### src/rtl/ex_stage_pkg.sv
// Shared widths, stall encoding, ALU op positions, func codes, divider states
// and the ID->EX bus layout for the SimpleCPU execute stage.
package ex_stage_pkg;

    localparam int STALL_WD     = 6;
    localparam int ID_TO_EX_WD  = 159;
    localparam int EX_TO_MEM_WD = 76;
    localparam int EX_TO_RF_WD  = 38;

    // Stall vector bit positions and encoding
    localparam int   STALL_EX  = 2;
    localparam int   STALL_MEM = 3;
    localparam logic STOP      = 1'b1;
    localparam logic NO_STOP   = 1'b0;

    // One-hot alu_op bit positions (add is the MSB)
    localparam int ALU_ADD  = 11;
    localparam int ALU_SUB  = 10;
    localparam int ALU_SLT  = 9;
    localparam int ALU_SLTU = 8;
    localparam int ALU_AND  = 7;
    localparam int ALU_NOR  = 6;
    localparam int ALU_OR   = 5;
    localparam int ALU_XOR  = 4;
    localparam int ALU_SLL  = 3;
    localparam int ALU_SRL  = 2;
    localparam int ALU_SRA  = 1;
    localparam int ALU_LUI  = 0;

    localparam logic [5:0] OPC_SPECIAL = 6'h00;
    localparam logic [5:0] FN_MFHI     = 6'h10;
    localparam logic [5:0] FN_MTHI     = 6'h11;
    localparam logic [5:0] FN_MFLO     = 6'h12;
    localparam logic [5:0] FN_MTLO     = 6'h13;
    localparam logic [5:0] FN_DIV      = 6'h1A;
    localparam logic [5:0] FN_DIVU     = 6'h1B;

    localparam logic [1:0] DIV_ST_IDLE = 2'd0;
    localparam logic [1:0] DIV_ST_RUN  = 2'd1;
    localparam logic [1:0] DIV_ST_DONE = 2'd2;

    typedef enum logic [1:0] {
        DIV_IDLE = DIV_ST_IDLE,
        DIV_RUN  = DIV_ST_RUN,
        DIV_DONE = DIV_ST_DONE
    } div_state_e;

    typedef struct packed {
        logic [31:0] pc;
        logic [31:0] inst;
        logic [11:0] alu_op;
        logic [2:0]  src1;
        logic [3:0]  src2;
        logic        ram_en;
        logic [3:0]  ram_wen;
        logic        rf_we;
        logic [4:0]  rf_waddr;
        logic        sel_rf_res;
        logic [31:0] rdata1;
        logic [31:0] rdata2;
    } id_to_ex_t;

    // Two's-complement negate when the flag is set
    function automatic logic [31:0] cond_neg(input logic [31:0] v, input logic neg);
        return neg ? (~v + 32'd1) : v;
    endfunction

endpackage

### src/rtl/ex_stage_div_unit.sv
// Iterative restoring divider: one quotient bit per cycle, signed fix-up on
// the outputs, divide-by-zero returns all-ones quotient and the dividend.
//
// state | meaning
// IDLE  | waiting; start captures operand magnitudes and requests stall
// RUN   | shift-subtract, one bit per cycle, stall requested
// DONE  | result valid; leaves when EX is allowed to advance
module ex_stage_div_unit
    import ex_stage_pkg::*;
#(
    parameter int DIV_CYCLES = 32
) (
    input  logic        clk,
    input  logic        rst,
    input  logic        i_start,
    input  logic        i_signed,
    input  logic        i_hold,
    input  logic [31:0] i_a,
    input  logic [31:0] i_b,
    output logic        o_busy,
    output logic        o_done,
    output logic [31:0] o_quo,
    output logic [31:0] o_rem
);

    localparam logic [4:0] CNT_LAST = 5'(DIV_CYCLES - 1);

    div_state_e  r_state;
    div_state_e  w_next;
    logic [4:0]  r_cnt;
    logic [31:0] r_quo;
    logic [31:0] r_rem;
    logic [31:0] r_div;
    logic [31:0] r_a_raw;
    logic        r_neg_q;
    logic        r_neg_r;
    logic        r_b_zero;
    logic [32:0] w_rem_shift;
    logic        w_ge;
    logic [32:0] w_diff;

    assign w_rem_shift = {r_rem, r_quo[31]};
    assign w_ge        = (w_rem_shift >= {1'b0, r_div});
    assign w_diff      = w_rem_shift - {1'b0, r_div};

    // State register
    always_ff @(posedge clk) begin
        if (rst) r_state <= DIV_IDLE;
        else     r_state <= w_next;
    end

    // Next state and stall/done flags
    always_comb begin
        w_next = r_state;
        o_busy = 1'b0;
        o_done = 1'b0;
        case (r_state)
            DIV_IDLE: begin
                if (i_start) begin
                    o_busy = 1'b1;
                    w_next = DIV_RUN;
                end
            end
            DIV_RUN: begin
                o_busy = 1'b1;
                if (r_cnt == CNT_LAST) w_next = DIV_DONE;
            end
            DIV_DONE: begin
                o_done = 1'b1;
                if (!i_hold) w_next = DIV_IDLE;
            end
            default: w_next = DIV_IDLE;
        endcase
    end

    // Operand capture and one shift-subtract step per RUN cycle
    always_ff @(posedge clk) begin
        if (rst) begin
            r_cnt    <= '0;
            r_quo    <= '0;
            r_rem    <= '0;
            r_div    <= '0;
            r_a_raw  <= '0;
            r_neg_q  <= 1'b0;
            r_neg_r  <= 1'b0;
            r_b_zero <= 1'b0;
        end else begin
            case (r_state)
                DIV_IDLE: begin
                    if (i_start) begin
                        r_cnt    <= '0;
                        r_rem    <= '0;
                        r_quo    <= cond_neg(i_a, i_signed & i_a[31]);
                        r_div    <= cond_neg(i_b, i_signed & i_b[31]);
                        r_a_raw  <= i_a;
                        r_neg_q  <= i_signed & (i_a[31] ^ i_b[31]);
                        r_neg_r  <= i_signed & i_a[31];
                        r_b_zero <= (i_b == 32'd0);
                    end
                end
                DIV_RUN: begin
                    r_rem <= w_ge ? w_diff[31:0] : w_rem_shift[31:0];
                    r_quo <= {r_quo[30:0], w_ge};
                    r_cnt <= r_cnt + 5'd1;
                end
                default: ;
            endcase
        end
    end

    assign o_quo = r_b_zero ? 32'hFFFF_FFFF : cond_neg(r_quo, r_neg_q);
    assign o_rem = r_b_zero ? r_a_raw       : cond_neg(r_rem, r_neg_r);

endmodule

### src/rtl/ex_stage.sv
// SimpleCPU execute stage: ID/EX pipeline register, operand muxes, one-hot
// ALU, data SRAM request, forwarding bus, HI/LO and the iterative divider.
module ex_stage
    import ex_stage_pkg::*;
#(
    parameter int DIV_CYCLES = 32
) (
    input  logic                    clk,
    input  logic                    rst,
    input  logic [STALL_WD-1:0]     stall,
    input  logic [ID_TO_EX_WD-1:0]  id_to_ex_bus,
    output logic [EX_TO_MEM_WD-1:0] ex_to_mem_bus,
    output logic [EX_TO_RF_WD-1:0]  ex_to_rf_bus,
    output logic                    ex_is_load,
    output logic                    stallreq_for_ex,
    output logic                    data_sram_en,
    output logic [3:0]              data_sram_wen,
    output logic [31:0]             data_sram_addr,
    output logic [31:0]             data_sram_wdata
);

    id_to_ex_t   r_id;
    logic [31:0] r_hi;
    logic [31:0] r_lo;

    logic        w_ex_adv;
    logic        w_bubble;
    logic [5:0]  w_opcode;
    logic [5:0]  w_func;
    logic        w_special;
    logic        w_is_mfhi;
    logic        w_is_mflo;
    logic        w_is_mthi;
    logic        w_is_mtlo;
    logic        w_is_div;
    logic        w_is_divu;
    logic [31:0] w_sa_zext;
    logic [31:0] w_imm_sext;
    logic [31:0] w_imm_zext;
    logic [31:0] w_src1;
    logic [31:0] w_src2;
    logic [31:0] w_alu_res;
    logic [31:0] w_ex_result;
    logic        w_div_busy;
    logic        w_div_done;
    logic [31:0] w_div_quo;
    logic [31:0] w_div_rem;
    logic        w_unused;

    assign w_ex_adv = (stall[STALL_EX] == NO_STOP);
    assign w_bubble = (stall[STALL_EX] == STOP) && (stall[STALL_MEM] == NO_STOP);

    // ID/EX register: reset, bubble, load or hold
    always_ff @(posedge clk) begin
        if (rst)           r_id <= '0;
        else if (w_bubble) r_id <= '0;
        else if (w_ex_adv) r_id <= id_to_ex_bus;
    end

    assign w_opcode  = r_id.inst[31:26];
    assign w_func    = r_id.inst[5:0];
    assign w_special = (w_opcode == OPC_SPECIAL);
    assign w_is_mfhi = w_special && (w_func == FN_MFHI);
    assign w_is_mflo = w_special && (w_func == FN_MFLO);
    assign w_is_mthi = w_special && (w_func == FN_MTHI);
    assign w_is_mtlo = w_special && (w_func == FN_MTLO);
    assign w_is_div  = w_special && (w_func == FN_DIV);
    assign w_is_divu = w_special && (w_func == FN_DIVU);

    assign w_sa_zext  = {27'd0, r_id.inst[10:6]};
    assign w_imm_sext = {{16{r_id.inst[15]}}, r_id.inst[15:0]};
    assign w_imm_zext = {16'd0, r_id.inst[15:0]};

    // One-hot operand selects; an empty select yields zero
    always_comb begin
        w_src1 = ({32{r_id.src1[0]}} & r_id.rdata1)
               | ({32{r_id.src1[1]}} & r_id.pc)
               | ({32{r_id.src1[2]}} & w_sa_zext);
        w_src2 = ({32{r_id.src2[0]}} & r_id.rdata2)
               | ({32{r_id.src2[1]}} & w_imm_sext)
               | ({32{r_id.src2[2]}} & 32'd8)
               | ({32{r_id.src2[3]}} & w_imm_zext);
    end

    // One-hot ALU: each active op ORs its result in
    always_comb begin
        w_alu_res = '0;
        if (r_id.alu_op[ALU_ADD])  w_alu_res = w_alu_res | (w_src1 + w_src2);
        if (r_id.alu_op[ALU_SUB])  w_alu_res = w_alu_res | (w_src1 - w_src2);
        if (r_id.alu_op[ALU_SLT])  w_alu_res = w_alu_res | {31'd0, $signed(w_src1) < $signed(w_src2)};
        if (r_id.alu_op[ALU_SLTU]) w_alu_res = w_alu_res | {31'd0, w_src1 < w_src2};
        if (r_id.alu_op[ALU_AND])  w_alu_res = w_alu_res | (w_src1 & w_src2);
        if (r_id.alu_op[ALU_NOR])  w_alu_res = w_alu_res | ~(w_src1 | w_src2);
        if (r_id.alu_op[ALU_OR])   w_alu_res = w_alu_res | (w_src1 | w_src2);
        if (r_id.alu_op[ALU_XOR])  w_alu_res = w_alu_res | (w_src1 ^ w_src2);
        if (r_id.alu_op[ALU_SLL])  w_alu_res = w_alu_res | (w_src2 << w_src1[4:0]);
        if (r_id.alu_op[ALU_SRL])  w_alu_res = w_alu_res | (w_src2 >> w_src1[4:0]);
        if (r_id.alu_op[ALU_SRA])  w_alu_res = w_alu_res | 32'($signed(w_src2) >>> w_src1[4:0]);
        if (r_id.alu_op[ALU_LUI])  w_alu_res = w_alu_res | {w_src2[15:0], 16'd0};
    end

    // MFHI/MFLO override the ALU result
    always_comb begin
        w_ex_result = w_alu_res;
        if (w_is_mfhi)      w_ex_result = r_hi;
        else if (w_is_mflo) w_ex_result = r_lo;
    end

    // HI/LO: divider result on its exit edge, otherwise MTHI/MTLO
    always_ff @(posedge clk) begin
        if (rst) begin
            r_hi <= '0;
            r_lo <= '0;
        end else if (w_ex_adv) begin
            if (w_div_done) begin
                r_hi <= w_div_rem;
                r_lo <= w_div_quo;
            end else if (w_is_mthi) begin
                r_hi <= r_id.rdata1;
            end else if (w_is_mtlo) begin
                r_lo <= r_id.rdata1;
            end
        end
    end

    ex_stage_div_unit #(
        .DIV_CYCLES (DIV_CYCLES)
    ) u_div (
        .clk      (clk),
        .rst      (rst),
        .i_start  (w_is_div | w_is_divu),
        .i_signed (w_is_div),
        .i_hold   (~w_ex_adv),
        .i_a      (r_id.rdata1),
        .i_b      (r_id.rdata2),
        .o_busy   (w_div_busy),
        .o_done   (w_div_done),
        .o_quo    (w_div_quo),
        .o_rem    (w_div_rem)
    );

    assign stallreq_for_ex = w_div_busy;
    assign ex_is_load      = r_id.ram_en & (r_id.ram_wen == 4'd0);

    assign data_sram_en    = r_id.ram_en;
    assign data_sram_wen   = r_id.ram_en ? r_id.ram_wen : 4'd0;
    assign data_sram_addr  = w_ex_result;
    assign data_sram_wdata = r_id.rdata2;

    assign ex_to_mem_bus = {r_id.pc, r_id.ram_en, r_id.ram_wen, r_id.sel_rf_res,
                            r_id.rf_we, r_id.rf_waddr, w_ex_result};
    assign ex_to_rf_bus  = {r_id.rf_we, r_id.rf_waddr, w_ex_result};

    assign w_unused = ^{stall[5:4], stall[1:0], r_id.inst[25:16]};

endmodule

### config.mk
export PLATFORM = sky130hd
export DESIGN_NAME = ex_stage
export DESIGN_NICKNAME = d
export VERILOG_FILES = /design/src/rtl/ex_stage_pkg.sv /design/src/rtl/ex_stage_div_unit.sv /design/src/rtl/ex_stage.sv
export SDC_FILE = /design/constraint.sdc
export NUM_CORES = 2
export LEC_CHECK = 0
export ABC_AREA = 1
export ABC_CLOCK_PERIOD_IN_PS = 4000
export BUFFER_PORTS_ARGS = -buffer_cell sky130_fd_sc_hd__buf_2
export CAP_MARGIN = 40
export CELL_PAD_IN_SITES_DETAIL_PLACEMENT = 2
export CELL_PAD_IN_SITES_GLOBAL_PLACEMENT = 2
export CORE_MARGIN = 2
export CORE_UTILIZATION = 32
export DETAILED_ROUTE_END_ITERATION = 6
export PLACE_DENSITY_LB_ADDON = 0.1
export SETUP_SLACK_MARGIN = 0.1
export SLEW_MARGIN = 20
export SYNTH_ARGS = -nofsm -noshare
export SYNTH_HDL_FRONTEND = slang
export SYNTH_HIERARCHICAL = 1
export SYNTH_SLANG_ARGS = --single-unit
### constraint.sdc
create_clock -name clk -period 4 [get_ports clk]
set_input_delay 0.4 -clock clk [delete_from_list [all_inputs] [get_ports clk]]
set_output_delay 0.4 -clock clk [all_outputs]
set_load 0.005 [all_outputs]
==> results.md <==
- The run finished, with violations left.
- The final reports fail on negative setup slack.
- The transition at the pin with the smallest max-transition slack is ~0.76 ns.
- Cells fill a little over two fifths of the core in the end.
- The fill cell total of the finished layout is roughly 12000.
- For hold timing, the worst endpoint is data_sram_wdata[30].
- The worst setup path is of the register to output pin kind.
- The synthesized netlist occupies a cell area of between 30000 and 40000 sq um.
- Internal power comes to about 7.1 mW.
- The maximum buffer depth of the clock tree is 3.
- The global placer's final weighted congestion is between 1 and 1.5.
- The worst register-to-register path begins at r_id[99].
- The worst-case IR drop observed on VDD is ~0.33 mV.
- The final count of pins violating max slew is 0.
- The number of top-level pins is ~350.
- After layout, the minimum clock period comes to around 4.4 ns.
- The Yosys warning count is 6.
- The count of buffers from port buffering is roughly 340.
- The number of different library cells used by synthesis comes to between 60 and 70.
- Setup violations remaining at the end of the flow were counted as 87.
- In this run the cell area measured after placement is approximately 36000 sq um.
- Counting the buffers created by CTS gives 47.
- The synthesis-to-layout area growth is 30.8%.
- On the final layout, the worst hold slack is 0.0108 ns.
- The number of cells on the worst reg-to-reg path is 14.
- The number of synthesized flops with an enable pin is 0.
- Setup slack on the critical path of the routed design comes to -0.375 ns.
- Sorting the synthesized cells by area gives the leading types as dfxtp_1, nand2_1, nand3_1.
- The final number of hold-violating endpoints was 0.
- The total negative setup slack is -19.18 ns.
- The worst setup path is captured at an output pin.
- Dividing the detail-routed via count by the number of cells gives about 5.7.
- For the final database, setup skew stands at 0.0584 ns.
- The die is approximately 320 um wide.
- The count of nets left with antenna violations once routing finished came out at 0.
- TritonCTS built the clock tree.
- The net count after synthesis is between 5000 and 6000.
- The die height is roughly 320 um.
- The share of final-layout standard cells stronger than drive strength 1 is between 20% and 30%.
- Summed over all layers, the global routing overflow is 0.
- Counting flops with an async set or reset pin after synthesis yields a share of 0%.
- The sequential standard cell area is roughly 7000 sq um.
- The number of antenna violations at the first check in global routing is 10.
- The average instance area after synthesis is slightly below 6 sq um.
- After detailed routing, the average wire length per cell comes to around 29 um.
- In this run the critical register-to-register path is captured at u_div/r_div[16].
- After clock tree synthesis, the clock-pin slew on the worst setup and hold paths is around 0.070 ns.
- Total power for the finished layout comes to between 10 and 15 mW.
- The sequential-to-total area share from yosys stat is 21.8%.
- The met1 usage is a little under half.
- The net count reported at finish is 6306.
- In the final layout, the multi-input gates occupy 23000 sq um.
- The analysis attributes to cell leakage a power of 19.6 nW.
- The clock insertion delay at the later pin of the skew report is slightly below 0.7 ns.
- In this run, placement finished with an instance count of 7094.
- Before CTS, the worst setup slack after placement is -0.0399 ns.
- The data arrival time at the worst-slack endpoint is ~4.0 ns.
- The part of the total power dissipated in sequential elements is 32.7%.
- The number of vias in the routed layout is 41900.
- Entering global routing, the biggest net connects 92 pins.
- The initial detailed-routing violation count is 3363.
- In the synthesized netlist the dominant register cell turns out to be dfxtp_1.
- The number of rows created at floorplan is between 100 and 150.
- STA classifies the critical path startpoint as a register.
- The flop and latch count out of synthesis is approximately 350.
- The aggregate routed wire length is between 200000 and 250000 um.
- Summing all non-filler instances in the final layout gives an area of ~42000 sq um.
- The worst path uses 109% of the clock period.
- The worst path required time is ~3.6 ns.
- Global routing used between 60% and 70% of the available met2 tracks.
- Summed over all nets, the switching power comes to approximately 4.1 mW.
- The tightest min-delay check is of the primary input to register type.
- The clock network power share is about two fifths.
- Detailed placement ended at an HPWL of 156000 um.
- The highest clock frequency the design can meet is 0.229 GHz.
- Across all register-to-register paths, the minimum setup slack is around 0.84 ns.
- The number of cells traversed by the worst hold path is 3.
- The overall die area is about 100000 sq um.
- Synthesis handed over a netlist of approximately 5500 instances.
- Of the total power, the share spent switching nets is 36.9%.
- The met3 layer usage reported by global route is about 5.3%.
- The largest area contributor in the netlist is dfxtp_1.
- For this run, the detailed router's first-pass iteration total came to 5.
- For this design the ratio of total power to cell area is 266 nW/um^2.
- The clock tree root buffer cell is clkbuf_16.
- The clock net in this run drives a total of about 350 sinks.
- The finished layout holds roughly 7300 standard cells, fillers aside.
- The overall global routing resource usage is a little under two fifths.
- Of all nets on the critical path, the largest fanout is 7.
- The top cell type's share of synthesized area is 21.8%.
- The most congested layer reported by global routing is met2.
- The via count of the first global-routing pass is approximately 44000.
- The count of maximum capacitance violations is 0.
- The core box area is between 90000 and 100000 sq um.
- The launch instance of the worst min-delay path is id_to_ex_bus[30].
- Setup repair after global routing could not meet its margin everywhere.
- The cell with the most instances after synthesis is nand2_1.
- The part of the total power dissipated in combinational logic is between 20 and 30%.
- Ranked by instance count, the synthesized netlist is headed by nand2_1, inv_1, nand3_1.
- In the routed design, unresolved DRC markers number 0.
- For this configuration, the core starts out at a cell density of between 30% and 40%.
- The H-tree was split into 2 levels.
- The worst relative slew slack is 49.6%.
- The first global-routing pass estimated ~290000 um of wire.
==> worst max-delay path by stage <==
stage	startpoint	depth (start not counted)	slack (ns)	to
floorplan	r_id[81]	18	0.74	ex_to_mem_bus[29]
global placement	r_id[80]	19	0.03	ex_to_mem_bus[24]
detailed placement	r_id[80]	19	-0.04	ex_to_rf_bus[24]
CTS	r_id[81]	23	-0.11	ex_to_rf_bus[31]
global route	r_id[76]	24	-0.57	ex_to_mem_bus[0]
finish	r_id[79]	22	-0.38	ex_to_mem_bus[18]
==> flip-flops by register name (all words and copies together), names as in the netlist, 2 cells and up <==
| register | count |
|---|---|
| r_id | 73 |
| ex_to_mem_bus | 43 |
| data_sram_wdata | 32 |
| r_hi | 32 |
| r_lo | 32 |
| u_div/r_a_raw | 32 |
| u_div/r_div | 32 |
| u_div/r_quo | 32 |
| u_div/r_rem | 32 |
| u_div/r_cnt | 5 |
| u_div/r_state | 2 |
==> power by group through the flow <==
| stage | registers (mW) | clock network, mW | logic [mW] |
|---|---|---|---|
| 2_1_floorplan | 3.71 | 0 | 1.36 |
| 3_3_place_gp | 3.72 | 0 | 2.43 |
| 3_5_place_dp | 3.72 | 0 | 2.51 |
| 4_1_cts | 3.65 | 4.31 | 2.81 |
| 5_1_grt | 3.66 | 4.47 | 3.39 |
| 6_report | 3.66 | 4.28 | 3.24 |
==> cells by family (layout without fill, tap and decap cells) <==
group / count (synthesis) / after routing / share of synthesized area, %
AO/OA/AOI/OAI: 1040 / 1040 / 18.4
XOR/XNOR: 47 / 47 / 1.28
adder cells (fa/ha/maj): 141 / 141 / 5.51
buffers and inverters: 1051 / 1568 / 14.6
flip-flops: 351 / 351 / 21.8
multiplexers: 1 / 1 / 0.0311
other: 0 / 7 / 0
AND/OR/NAND/NOR: 2888 / 2888 / 38.3
==> layer usage <==
| metal | up-vias | wire (um) |
|---|---|---|
| met5 | - | 13 |
| li1 | 18800 | - |
| met3 | 557 | 12200 |
| met2 | 1428 | 98400 |
| met4 | 2 | 15600 |
| met1 | 21000 | 84600 |
==> timing repair <==
| action | in CTS | in global routing |
|---|---|---|
| pin swaps | 62 | 135 |
| hold endpoints to repair | 85 | 0 |
| gates cloned | 1 | 2 |
| setup endpoints to repair | 96 | 96 |
| resized for setup | 399 | 347 |
| hold buffers | 85 | 0 |
| buffers inserted | 26 | 37 |
==> layout by cell type, fill, tap and decap left out, types with 27 or more instances in the layout <==
| master | n |
|---|---|
| nor3_1 | 50 |
| ha_4 | 36 |
| dlygate4sd3_1 | 85 |
| nor2_2 | 60 |
| a21oi_1 | 381 |
| ha_1 | 97 |
| buf_2 | 314 |
| o21ai_0 | 254 |
| nand2_4 | 47 |
| inv_1 | 560 |
| dfxtp_1 | 337 |
| xor2_1 | 30 |
| nor2_1 | 356 |
| nand2_1 | 1507 |
| buf_6 | 60 |
| a21oi_2 | 38 |
| nand2_2 | 122 |
| nand4_1 | 38 |
| nand3_1 | 530 |
| nand3_2 | 52 |
| clkbuf_16 | 49 |
| a31oi_1 | 80 |
| inv_2 | 56 |
| buf_4 | 354 |
| o21ai_1 | 46 |
| o211ai_1 | 27 |
==> final cells by class <==
class | instances | area share, %
multi-input cells | 4117 | 54.7
well taps | 1298 | 3.86
repair buffers | 842 | 15.2
inverters | 639 | 5.86
flip-flops and latches | 351 | 16.8
diodes | 7 | 0.0416
clock inverters | 17 | 0.399
clock buffers | 70 | 3.17
==> worst max-delay path: stages, from the launching register on <==
cell,delay [ns]
dfxtp_4,0.36
inv_1,0.08
nand2_2,0.13
buf_6,0.15
nand2_1,0.09
nand2_4,0.21
clkinvlp_4,0.18
buf_4,0.18
ha_4,0.31
nand2_2,0.12
o21ai_1,0.29
inv_1,0.12
nand2_2,0.10
buf_6,0.13
nand2_2,0.05
nand2_2,0.06
nand2_1,0.05
o21ai_1,0.11
nand2_1,0.10
nand3_2,0.13
nand2_1,0.08
nand2_2,0.15
buf_2,0.15
(Power assumes the default switching activity.)
